### config.mk
export PLATFORM = sky130hd
export DESIGN_NAME = lcd_byte_transfer_flat
export DESIGN_NICKNAME = d
export VERILOG_FILES = /design/src/rtl/lcd_byte_transfer_if.sv /design/src/rtl/lcd_byte_transfer.sv /design/src/flat_wrapper.sv
export SDC_FILE = /design/constraint.sdc
export NUM_CORES = 1
export LEC_CHECK = 0
export BUFFER_PORTS_ARGS = -buffer_cell sky130_fd_sc_hd__buf_4
export CAP_MARGIN = 20
export CORE_MARGIN = 3
export CORE_UTILIZATION = 59
export CTS_CLUSTER_DIAMETER = 50
export DETAILED_ROUTE_END_ITERATION = 12
export PLACE_DENSITY = 0.8
export REMOVE_ABC_BUFFERS = 1
export SLEW_MARGIN = 30
export SYNTH_ARGS = -nofsm -noshare
export SYNTH_HDL_FRONTEND = slang
export SYNTH_SLANG_ARGS = --single-unit
### constraint.sdc
create_clock -name CLK -period 3.7 [get_ports CLK]
set_input_delay 0.185 -clock CLK [delete_from_list [all_inputs] [get_ports CLK]]
set_output_delay 0.185 -clock CLK [all_outputs]
set_load 0.01 [all_outputs]
### src/rtl/lcd_byte_transfer_if.sv
// Command channel between the LCD sequencer and the byte transfer block.
// Master issues one command/data byte per valid/ready handshake; slave pulses done.
interface lcd_byte_transfer_if #(
  parameter int DELAY_W = 21
);
  logic               cmd_valid;
  logic               cmd_ready;
  logic               cmd_rs;
  logic               cmd_single;
  logic [7:0]         cmd_data;
  logic [DELAY_W-1:0] cmd_delay;
  logic               cmd_done;

  modport master (
    output cmd_valid, cmd_rs, cmd_single, cmd_data, cmd_delay,
    input  cmd_ready, cmd_done
  );

  modport slave (
    input  cmd_valid, cmd_rs, cmd_single, cmd_data, cmd_delay,
    output cmd_ready, cmd_done
  );
endinterface

### src/rtl/lcd_byte_transfer.sv
// Drives one HD44780 byte (4-bit nibble pair, single nibble or 8-bit) with timed E strobe,
// then waits cmd_delay cycles and pulses cmd_done; cmd_ready only while idle, nothing is queued.
module lcd_byte_transfer #(
  parameter int CLK_FREQ   = 50000000,
  parameter int BUS_W      = 4,
  parameter int SETUP_US   = 1,
  parameter int E_PULSE_US = 3,
  parameter int HOLD_US    = 1,
  parameter int DELAY_W    = 21
) (
  input  logic                CLK,
  input  logic                RST_N,
  lcd_byte_transfer_if.slave  cmd,
  output logic [BUS_W-1:0]    LCD_D,
  output logic                LCD_RS,
  output logic                LCD_E
);
  localparam int CYC_US = CLK_FREQ / 1000000;
  localparam int S_CYC  = (CYC_US * SETUP_US   > 1) ? CYC_US * SETUP_US   : 1;
  localparam int P_CYC  = (CYC_US * E_PULSE_US > 1) ? CYC_US * E_PULSE_US : 1;
  localparam int H_CYC  = (CYC_US * HOLD_US    > 1) ? CYC_US * HOLD_US    : 1;
  localparam int SP_MAX = (S_CYC > P_CYC) ? S_CYC : P_CYC;
  localparam int T_MAX  = (SP_MAX > H_CYC) ? SP_MAX : H_CYC;
  localparam int TW     = $clog2(T_MAX + 1);

  localparam logic [TW-1:0] S_LAST = TW'(S_CYC - 1);
  localparam logic [TW-1:0] P_LAST = TW'(P_CYC - 1);
  localparam logic [TW-1:0] H_LAST = TW'(H_CYC - 1);

  generate
    if (BUS_W != 4 && BUS_W != 8) begin : g_bad_bus_w
      $error("lcd_byte_transfer: BUS_W must be 4 or 8");
    end
  endgenerate

  typedef enum logic [2:0] {IDLE, SETUP, PULSE, HOLD, DELAY} state_t;

  state_t             state;
  logic [TW-1:0]      tcnt;
  logic [DELAY_W-1:0] dcnt;
  logic [DELAY_W-1:0] dly_q;
  logic [BUS_W-1:0]   lo_q;
  logic               second_q;
  logic               done_q;

  assign cmd.cmd_ready = (state == IDLE);
  assign cmd.cmd_done  = done_q;

  always_ff @(posedge CLK or negedge RST_N) begin
    if (!RST_N) begin
      state    <= IDLE;
      tcnt     <= '0;
      dcnt     <= '0;
      dly_q    <= '0;
      lo_q     <= '0;
      second_q <= 1'b0;
      done_q   <= 1'b0;
      LCD_D    <= '0;
      LCD_RS   <= 1'b0;
      LCD_E    <= 1'b0;
    end else begin
      done_q <= 1'b0;
      case (state)
        IDLE: begin
          if (cmd.cmd_valid) begin
            LCD_RS   <= cmd.cmd_rs;
            LCD_D    <= cmd.cmd_data[7 -: BUS_W];
            lo_q     <= BUS_W'(cmd.cmd_data[3:0]);
            second_q <= (BUS_W == 4) && !cmd.cmd_single;
            dly_q    <= cmd.cmd_delay;
            tcnt     <= '0;
            state    <= SETUP;
          end
        end
        SETUP: begin
          if (tcnt == S_LAST) begin
            tcnt  <= '0;
            LCD_E <= 1'b1;
            state <= PULSE;
          end else begin
            tcnt <= tcnt + 1'b1;
          end
        end
        PULSE: begin
          if (tcnt == P_LAST) begin
            tcnt  <= '0;
            LCD_E <= 1'b0;
            state <= HOLD;
          end else begin
            tcnt <= tcnt + 1'b1;
          end
        end
        HOLD: begin
          if (tcnt == H_LAST) begin
            tcnt <= '0;
            // Low nibble reuses the full setup/pulse/hold sequence.
            if (second_q) begin
              LCD_D    <= lo_q;
              second_q <= 1'b0;
              state    <= SETUP;
            end else begin
              LCD_D  <= '0;
              LCD_RS <= 1'b0;
              dcnt   <= '0;
              if (dly_q == '0) begin
                done_q <= 1'b1;
                state  <= IDLE;
              end else begin
                state <= DELAY;
              end
            end
          end else begin
            tcnt <= tcnt + 1'b1;
          end
        end
        DELAY: begin
          if (dcnt == dly_q - 1'b1) begin
            done_q <= 1'b1;
            state  <= IDLE;
          end else begin
            dcnt <= dcnt + 1'b1;
          end
        end
        default: state <= IDLE;
      endcase
    end
  end
endmodule
### src/flat_wrapper.sv
// flat-port wrapper written by rule: the top's interface ports become plain ports
module lcd_byte_transfer_flat 
#(
  parameter int CLK_FREQ   = 50000000,
  parameter int BUS_W      = 4,
  parameter int SETUP_US   = 1,
  parameter int E_PULSE_US = 3,
  parameter int HOLD_US    = 1,
  parameter int DELAY_W    = 21
)
  (CLK, RST_N, LCD_D, LCD_RS, LCD_E, cmd_cmd_valid, cmd_cmd_rs, cmd_cmd_single, cmd_cmd_data, cmd_cmd_delay, cmd_cmd_ready, cmd_cmd_done);
  lcd_byte_transfer_if #(.DELAY_W(DELAY_W)) cmd_i ();
  input  logic CLK;
  input  logic RST_N;
  output logic [BUS_W-1:0] LCD_D;
  output logic LCD_RS;
  output logic LCD_E;
  input wire logic [$bits(cmd_i.cmd_valid)-1:0] cmd_cmd_valid;
  input wire logic [$bits(cmd_i.cmd_rs)-1:0] cmd_cmd_rs;
  input wire logic [$bits(cmd_i.cmd_single)-1:0] cmd_cmd_single;
  input wire logic [$bits(cmd_i.cmd_data)-1:0] cmd_cmd_data;
  input wire logic [$bits(cmd_i.cmd_delay)-1:0] cmd_cmd_delay;
  output wire logic [$bits(cmd_i.cmd_ready)-1:0] cmd_cmd_ready;
  output wire logic [$bits(cmd_i.cmd_done)-1:0] cmd_cmd_done;
  assign cmd_i.cmd_valid = cmd_cmd_valid;
  assign cmd_i.cmd_rs = cmd_cmd_rs;
  assign cmd_i.cmd_single = cmd_cmd_single;
  assign cmd_i.cmd_data = cmd_cmd_data;
  assign cmd_i.cmd_delay = cmd_cmd_delay;
  assign cmd_cmd_ready = cmd_i.cmd_ready;
  assign cmd_cmd_done = cmd_i.cmd_done;
  lcd_byte_transfer #(.CLK_FREQ(CLK_FREQ), .BUS_W(BUS_W), .SETUP_US(SETUP_US), .E_PULSE_US(E_PULSE_US), .HOLD_US(HOLD_US), .DELAY_W(DELAY_W)) u_core (.CLK(CLK), .RST_N(RST_N), .cmd(cmd_i), .LCD_D(LCD_D), .LCD_RS(LCD_RS), .LCD_E(LCD_E));
endmodule
==> results of run 1 <==
layer usage:
| layer | wire, um | vias to the layer above | share of wire [%] |
|---|---|---|---|
| li1 | - | 1565 | - |
| met1 | 3670 | 1545 | 44 |
| met2 | 4200 | 62 | 50 |
| met3 | 381 | 6 | 4.6 |
| met4 | 82 | 0 | 0.98 |
| met5 | 0 | - | 0 |
cell usage after synthesis (2+ instances only):
master     n
inv_1      8
o31ai_1   14
nor4b_1    2
buf_6      2
or3_1      8
o21ai_1    6
or4_1      9
nor3_1     9
nor2b_1    3
nor2_1    13
buf_4      3
and4_1     2
and2_1     4
nor4_1     7
and3_1    12
dfrtp_1   65
o21a_1     6
clkbuf_1  14
xnor2_1   18
o21ai_0   26
a21oi_1   25
xor2_1     7
and4b_1    2
nand4_1   12
a31oi_1    3
nor3b_1    2
nand2_1   39
ha_1       5
nand3_1   17
mux2_2    23
mux2i_1    5
o211ai_1   7
nand2b_1   8
a211oi_1   2
power by group through the flow:
stage	registers, mW	logic, mW	clock network [mW]
2_1_floorplan	1.11	0.614	0
3_3_place_gp	1.15	0.833	0
3_5_place_dp	1.17	0.868	0
6_report	1.16	0.867	0.682
5_1_grt	1.20	0.972	0.727
4_1_cts	1.16	0.872	0.708
sequential cells by signal (all words and copies together) (netlist names):
register	cells
u_core.dly_q	21
u_core.second_q	1
u_core.cmd.cmd_done	1
u_core.dcnt	21
u_core.LCD_RS	1
u_core.LCD_D	4
u_core.state	3
u_core.lo_q	4
u_core.LCD_E	1
u_core.tcnt	8
cell families after synthesis:
| family | count (synthesis) | synth area share (%) |
|---|---|---|
| buffers and inverters | 28 | 3.49 |
| AOI/OAI and AO/OA | 93 | 14.6 |
| DFF | 65 | 42.9 |
| and+or+nand+nor | 157 | 23.4 |
| muxes | 28 | 8.14 |
| adders and majority gates | 5 | 1.65 |
| xor gates and xnor gates | 25 | 5.77 |
what timing repair did:
| action | in CTS | in global routing |
|---|---|---|
| resized for setup | 0 | 0 |
| hold buffers | 1 | 0 |
| endpoints found under the hold margin | 65 | 0 |
area by class of cell:
class / instances / area [um^2] / share of cell area (%)
clock inverter: 6 / 91.3 / 2.07
inverter: 8 / 30.0 / 0.679
sequential: 65 / 1630 / 36.8
timing repair buffer: 52 / 393 / 8.89
tap: 75 / 93.8 / 2.12
clock buffer: 10 / 138 / 3.11
multi-input combinational: 308 / 2050 / 46.3
how the worst max path moves through the flow:
| stage | startpoint | to | slack, ns |
|---|---|---|---|
| floorplan | u_core.dly_q[0] | u_core.dcnt[0] | -0.75 |
| global placement | u_core.dly_q[8] | u_core.dcnt[9] | 0.37 |
| detailed placement | u_core.dly_q[8] | u_core.dcnt[4] | 0.31 |
| CTS | u_core.dly_q[8] | u_core.dcnt[9] | 0.28 |
| global route | u_core.dly_q[8] | u_core.dcnt[4] | 0.10 |
| finish | u_core.dly_q[8] | u_core.dcnt[9] | 0.29 |
worst max-delay path, cell delays in order, from the launching register on:
cell and delay [ns]:
dfrtp_1 0.45, or4_1 0.57, or4b_4 0.54, nor4_4 0.16, xnor2_1 0.08, or4_1 0.57, nor4_4 0.46, buf_4 0.28
o31ai_1 0.10, a21oi_1 0.14
==> run_results.csv, run 1 <==
group,metric,value,unit
pwr,power,2.71,mW
synthesis,synth.top_cell.area_share,42.9,%
synthesis,syn_avg_cell_area,9.46,um^2
timing,layout_setup_ws,0.285,ns
setup_path,worst_ep_arrival_time,3.68,ns
pwr,p_leak,1.83,nW
synthesis,syn-cell-area,3790,um^2
floorplan,boundaryPins,42,
drt,wl,8.33,mm
drt,firstDrtPassIters,4,
synthesis,synthFlopType,"dfrtp_1",
cts,cts_buffers,9,
floorplan,die_x,86.2,um
place,dpl.hpwl,5.97,mm
timing,clock_skew,0.00737,ns
pwr,peakVddDrop,539,uV
grt,globalRouteMet1Util,31.0,%
grt,grt_usage,24.8,%
timing,min_period,3.41,ns
place,gp_congestion,0.858,
pwr,switchingPower,0.947,mW
worst_hold_path,hold_start,"cmd_cmd_single",
grt,gr-total-overflow,0,
grt,globalRoute.busiestLayer,"met2",
cts,cts_sinks,65,
grt,grt_start_max_net_pins,66,
timing,final_hold_viol_count,0,
synthesis,synth.area.top_cells,"dfrtp_1 43%, mux2_2 6.8%, xnor2_1 4.2%",
floorplan,rows,28,
pwr,swShare,35.0,%
final_layout,num_antenna_cells,0,
timing,fin_crit_sh,92.3,%
worst_hold_path,holdPathEnd,"u_core.second_q",
cts,htreeDepth,3,
drt,vias,3178,
cts,postCtsSetupRepairBufs,0,
setup_path,rrSetupSlack,0.29,ns
synthesis,async_reset_ff_share,100,%
timing,max-slew-margin-rel,46.4,%
setup_path,critical_path_class,"flop to flop",
final_layout,fin_area,4420,um^2
drt,drcViolationCount,0,
worst_hold_path,worstHoldPathType,"primary input to flop",
grt,grtUsageMet2,41.8,%
cts,clockBufferDepth,2,
cts,path_clk_slew,0.08,ns
timing,tns,0,ns
final_layout,fin_nets,483,
floorplan,die_h,86.2,um
grt,grt_pass1_vias,3268,
pwr,cellPowerDensity,613,nW/um^2
floorplan,core_area,6060,um^2
pwr,combinationalPowerShare,32.0,%
setup_path,r2r_start,"u_core.dly_q[8]",
setup_path,setup.worst_path.end_class,"flop",
drt,drt-vias-per-instance,6.06,
timing,worstMarginPinSlew,0.804,ns
final_layout,finalCoreUtilization,72.9,%
floorplan,initial_core_util,62.6,%
outcome,status,"finished clean",
final_layout,final_cell_mix,"65 x dfrtp_1, 51 x buf_4, 39 x nand2_1",
grt,grtUsageMet3,5.42,%
place,port_buffers,41,
grt,grt_pass1_wl,14.6,mm
timing,clock.fmax,0.293,GHz
place,dp_cells,507,
cts,clk_latency,0.34,ns
final_layout,nFillCells,471,
place,dp_slack,0.308,ns
drt,first_iter_violations,212,
place,dpl-instance-area,4180,um^2
timing,rsz0062_at_grt,"false",
final_layout,fin_cells,524,
setup_path,crit_fanout,15,
synthesis,netlist_instances,401,
synthesis,yosysTopAreaCell,"dfrtp_1",
pwr,seq_power_share,42.8,%
synthesis,synth-seq-cells,65,
synthesis,synth_edf_count,0,
setup_path,r2r_end,"u_core.dcnt[9]",
final_layout,final_common_cell,"dfrtp_1",
synthesis,ys_seq_area_share,42.9,%
worst_hold_path,min_path_cells,2,
setup_path,cp-start-kind,"flop",
floorplan,die-area,7430,um^2
setup_path,timing.critical_path.required,3.96,ns
cts,cts_tree,"done",
pwr,power.internal,1.76,mW
drt,ant_nets,0,
timing,whs,0.0277,ns
synthesis,ys_types,47,
final_layout,syn_to_final_growth,16.5,%
timing,slew_violations,0,
synthesis,synth_warnings,0,
job,maxCapViolations,0,
timing,setup_viol,0,
final_layout,drive_gt1_share,21.6,%
setup_path,reg2reg_depth,9,
cts,root_buffer,"clkbuf_8",
pwr,clockPowerShare,25.2,%
grt,antenna_found_initial,0,
drt,wl_per_cell,15.9,um
No activity file was read; power rests on OpenSTA's default activity.
==> inputs of run 2 (changes only) <==
--- a/config.mk
+++ b/config.mk
@@ -5,13 +5,14 @@
 export SDC_FILE = /design/constraint.sdc
 export NUM_CORES = 1
 export LEC_CHECK = 0
+export ABC_AREA = 1
 export BUFFER_PORTS_ARGS = -buffer_cell sky130_fd_sc_hd__buf_4
 export CAP_MARGIN = 20
 export CORE_MARGIN = 3
-export CORE_UTILIZATION = 59
+export CORE_UTILIZATION = 60
 export CTS_CLUSTER_DIAMETER = 50
 export DETAILED_ROUTE_END_ITERATION = 12
-export PLACE_DENSITY = 0.8
+export PLACE_DENSITY = 0.81
 export REMOVE_ABC_BUFFERS = 1
 export SLEW_MARGIN = 30
 export SYNTH_ARGS = -nofsm -noshare
==> run_results.csv, run 2 <==
group,metric,value,unit
outcome,status,"finished clean",
synthesis,synth-simple-area-share,37.2,%
synthesis,syn_avg_cell_area,7.30,um^2
grt,grt_pass1_wl,16.9,mm
final_layout,final_cell_mix,"152 x nand2_1, 97 x nor2_1, 65 x dfrtp_1",
timing,fin_crit_sh,74.0,%
synthesis,synth.area.top_cells,"dfrtp_1 39%, nand2_1 14%, nor2_1 8.8%",
grt,grt_pass1_vias,3772,
place,gp_congestion,0.926,
synthesis,synth_common_cells,"152 x nand2_1, 97 x nor2_1, 65 x dfrtp_1, 55 x nand3_1, 47 x inv_1",
timing,final_hold_viol_count,0,
synthesis,synth_top_family_by_area,"simple AND/OR/NAND/NOR gates",
cts,postCtsSetupRepairBufs,0,
final_layout,drive_gt1_share,14.0,%
timing,min_period,2.74,ns
setup_path,path_common_cell,"nand2_1",
cts,cts_buffers,9,
timing,rsz0062_at_grt,"false",
cts,cts_sinks,65,
timing,whs,0.0552,ns
drt,wl,9.89,mm
floorplan,die_x,89.1,um
timing,slew_violations,0,
floorplan,rows,29,
drt,vias,3896,
job,maxCapViolations,0,
place,dpl.hpwl,7.16,mm
setup_path,crit_chain,"nor2_2, nand2_1, nor2_2, nand2_1, nand2_1, nand2_1, nor2_1, nand2_1, nor2_2, nand3_2, nand2_4, nand2_4, nand2_1, nand2_1",
synthesis,synthFlopType,"dfrtp_1",
synthesis,synth_warnings,0,
synthesis,syn-cell-area,4150,um^2
timing,clock_skew,0.00626,ns
drt,first_iter_violations,283,
floorplan,boundaryPins,42,
synthesis,yosys.area_share.xor_xnor,7.82,%
grt,grt_start_max_net_pins,66,
cts,root_buffer,"clkbuf_8",
cts,htreeDepth,3,
synthesis,ys_types,35,
timing,max-slew-margin-rel,45.1,%
final_layout,final_common_cell,"nand2_1",
drt,drcViolationCount,0,
final_layout,nFillCells,543,
final_layout,syn_to_final_growth,12.9,%
synthesis,synthMuxAreaShare,3.80,%
setup_path,max_stage_delay,0.48,ns
drt,drt-vias-per-instance,5.65,
drt,wl_per_cell,14.3,um
timing,setup_viol,0,
grt,antenna_found_initial,0,
drt,ant_nets,0,
cts,clockBufferDepth,2,
synthesis,synth_edf_count,0,
timing,tns,0,ns
synthesis,synth.top_cell.area_share,39.2,%
cts,clk_latency,0.34,ns
setup_path,timing.critical_path.required,3.93,ns
pwr,peakVddDrop,417,uV
cts,cts_tree,"done",
setup_path,crit_fanout,27,
final_layout,reg.largest.list,"u_core.dcnt (21), u_core.dly_q (21), u_core.tcnt (8)",
timing,worstMarginPinSlew,0.823,ns
setup_path,slowest_stage,"nor2_2",
place,port_buffers,41,
final_layout,fin_nets,647,
setup_path,critical_path_class,"flop to flop",
setup_path,setup.worst_path.end_class,"flop",
final_layout,num_antenna_cells,0,
floorplan,die-area,7940,um^2
synthesis,yosysTopAreaCell,"dfrtp_1",
synthesis,synth-seq-cells,65,
floorplan,die_h,89.1,um
cts,ctsResizeCount,0,
grt,grt_usage,27.4,%
synthesis,yosysMostFrequentCell,"nand2_1",
synthesis,synth_fa_ha_area_share,1.51,%
pwr,p_leak,2.18,nW
pwr,cellPowerDensity,606,nW/um^2
synthesis,netlist_instances,568,
drt,firstDrtPassIters,5,
floorplan,core_area,6530,um^2
setup_path,cp-start-kind,"flop",
cts,path_clk_slew,0.07,ns
worst_hold_path,worstHoldPathType,"primary input to flop",
setup_path,worst_ep_arrival_time,2.97,ns
timing,clock.fmax,0.365,GHz
grt,gr-total-overflow,0,
synthesis,async_reset_ff_share,100,%
floorplan,initial_core_util,63.5,%
synthesis,ys_seq_area_share,39.2,%
synthesis,synth-compound-area-share,4.26,%
[run 2: cell types whose count changed in the layout (fill, tap and decap cells not counted), moves of 8 or more]
cell,delta
nand2_1,+113
or4_1,-9
nand2b_1,-8
nand3_1,+38
inv_1,+39
nor2_1,+84
o31ai_1,-14
and3_1,-11
xor2_1,+17
mux2_2,-9
or3_1,-8
o21ai_0,-21
a21oi_1,-12
buf_4,-8
[run 2: final timing paths]
path                            slack [ns]          endpoint       startpoint  cells after the start
min in group asynchronous             0.49  u_core.dly_q[17]            RST_N                      2
worst min-delay path                  0.06   u_core.second_q   cmd_cmd_single                      2
worst max-delay path                  0.96   u_core.dcnt[11]  u_core.dly_q[2]                     14
worst max register to register        0.96   u_core.dcnt[11]  u_core.dly_q[2]                     14
max in group asynchronous             2.67    u_core.dcnt[9]            RST_N                      2
worst min register to register        0.51      u_core.LCD_E     u_core.LCD_E                      2
[run 2: what timing repair did]
| item | in CTS | in global routing |
|---|---|---|
| hold endpoints to repair | 65 | 0 |
| hold buffers | 1 | 0 |
| endpoints found under the setup margin | 0 | 0 |
[run 2: report_power, final]
group	leakage, nW	total (mW)	internal, mW	switching (mW)
combinational	1.26	1.11	0.456	0.651
sequential	0.813	1.14	0.927	0.217
clock	0.0998	0.584	0.308	0.277
[run 2: kinds of logic after synthesis]
kind of cell | after synthesis
simple gates | 354
flops | 65
buf+inv | 62
xor+xnor | 37
compound gates | 31
mux | 14
fa+ha+maj | 5
[run 2: final cells by class]
cell class	instances	area (um^2)	area share [%]
clock buffer	10	128	2.73
inverter	47	176	3.77
timing repair buffer	44	333	7.11
clock inverter	6	58.8	1.26
multi-input combinational	441	2260	48.3
tap	77	96.3	2.06
sequential	65	1630	34.8
[run 2: per-stage QoR]
stage,instances,instance area (um^2),power (mW),setup WS (ns),utilization (%)
final,690,4680,2.84,0.962,71.7
after global routing,690,4680,3.06,0.660,71.7
after CTS,690,4680,2.84,0.997,71.7
after detailed placement,673,4480,2.24,1.11,68.7
after global placement,673,4480,2.19,1.22,68.7
after floorplan,553,4070,1.91,1.52,-
[run 2: per-layer routing]
| metal | part of all wire (%) | routed length (um) | GRT usage (%) |
|---|---|---|---|
| met5 | 0 | 0 | 0 |
| met4 | 2.9 | 284 | 10.3 |
| met3 | 5.8 | 577 | 5.99 |
| met2 | 49 | 4810 | 46.6 |
| met1 | 43 | 4220 | 34.2 |
[run 2: critical path: cells and delay by family (launching register included)]
kind,cells,cell delay [ns]
flip-flops,1,0.43
AND/OR/NAND/NOR,14,2.18
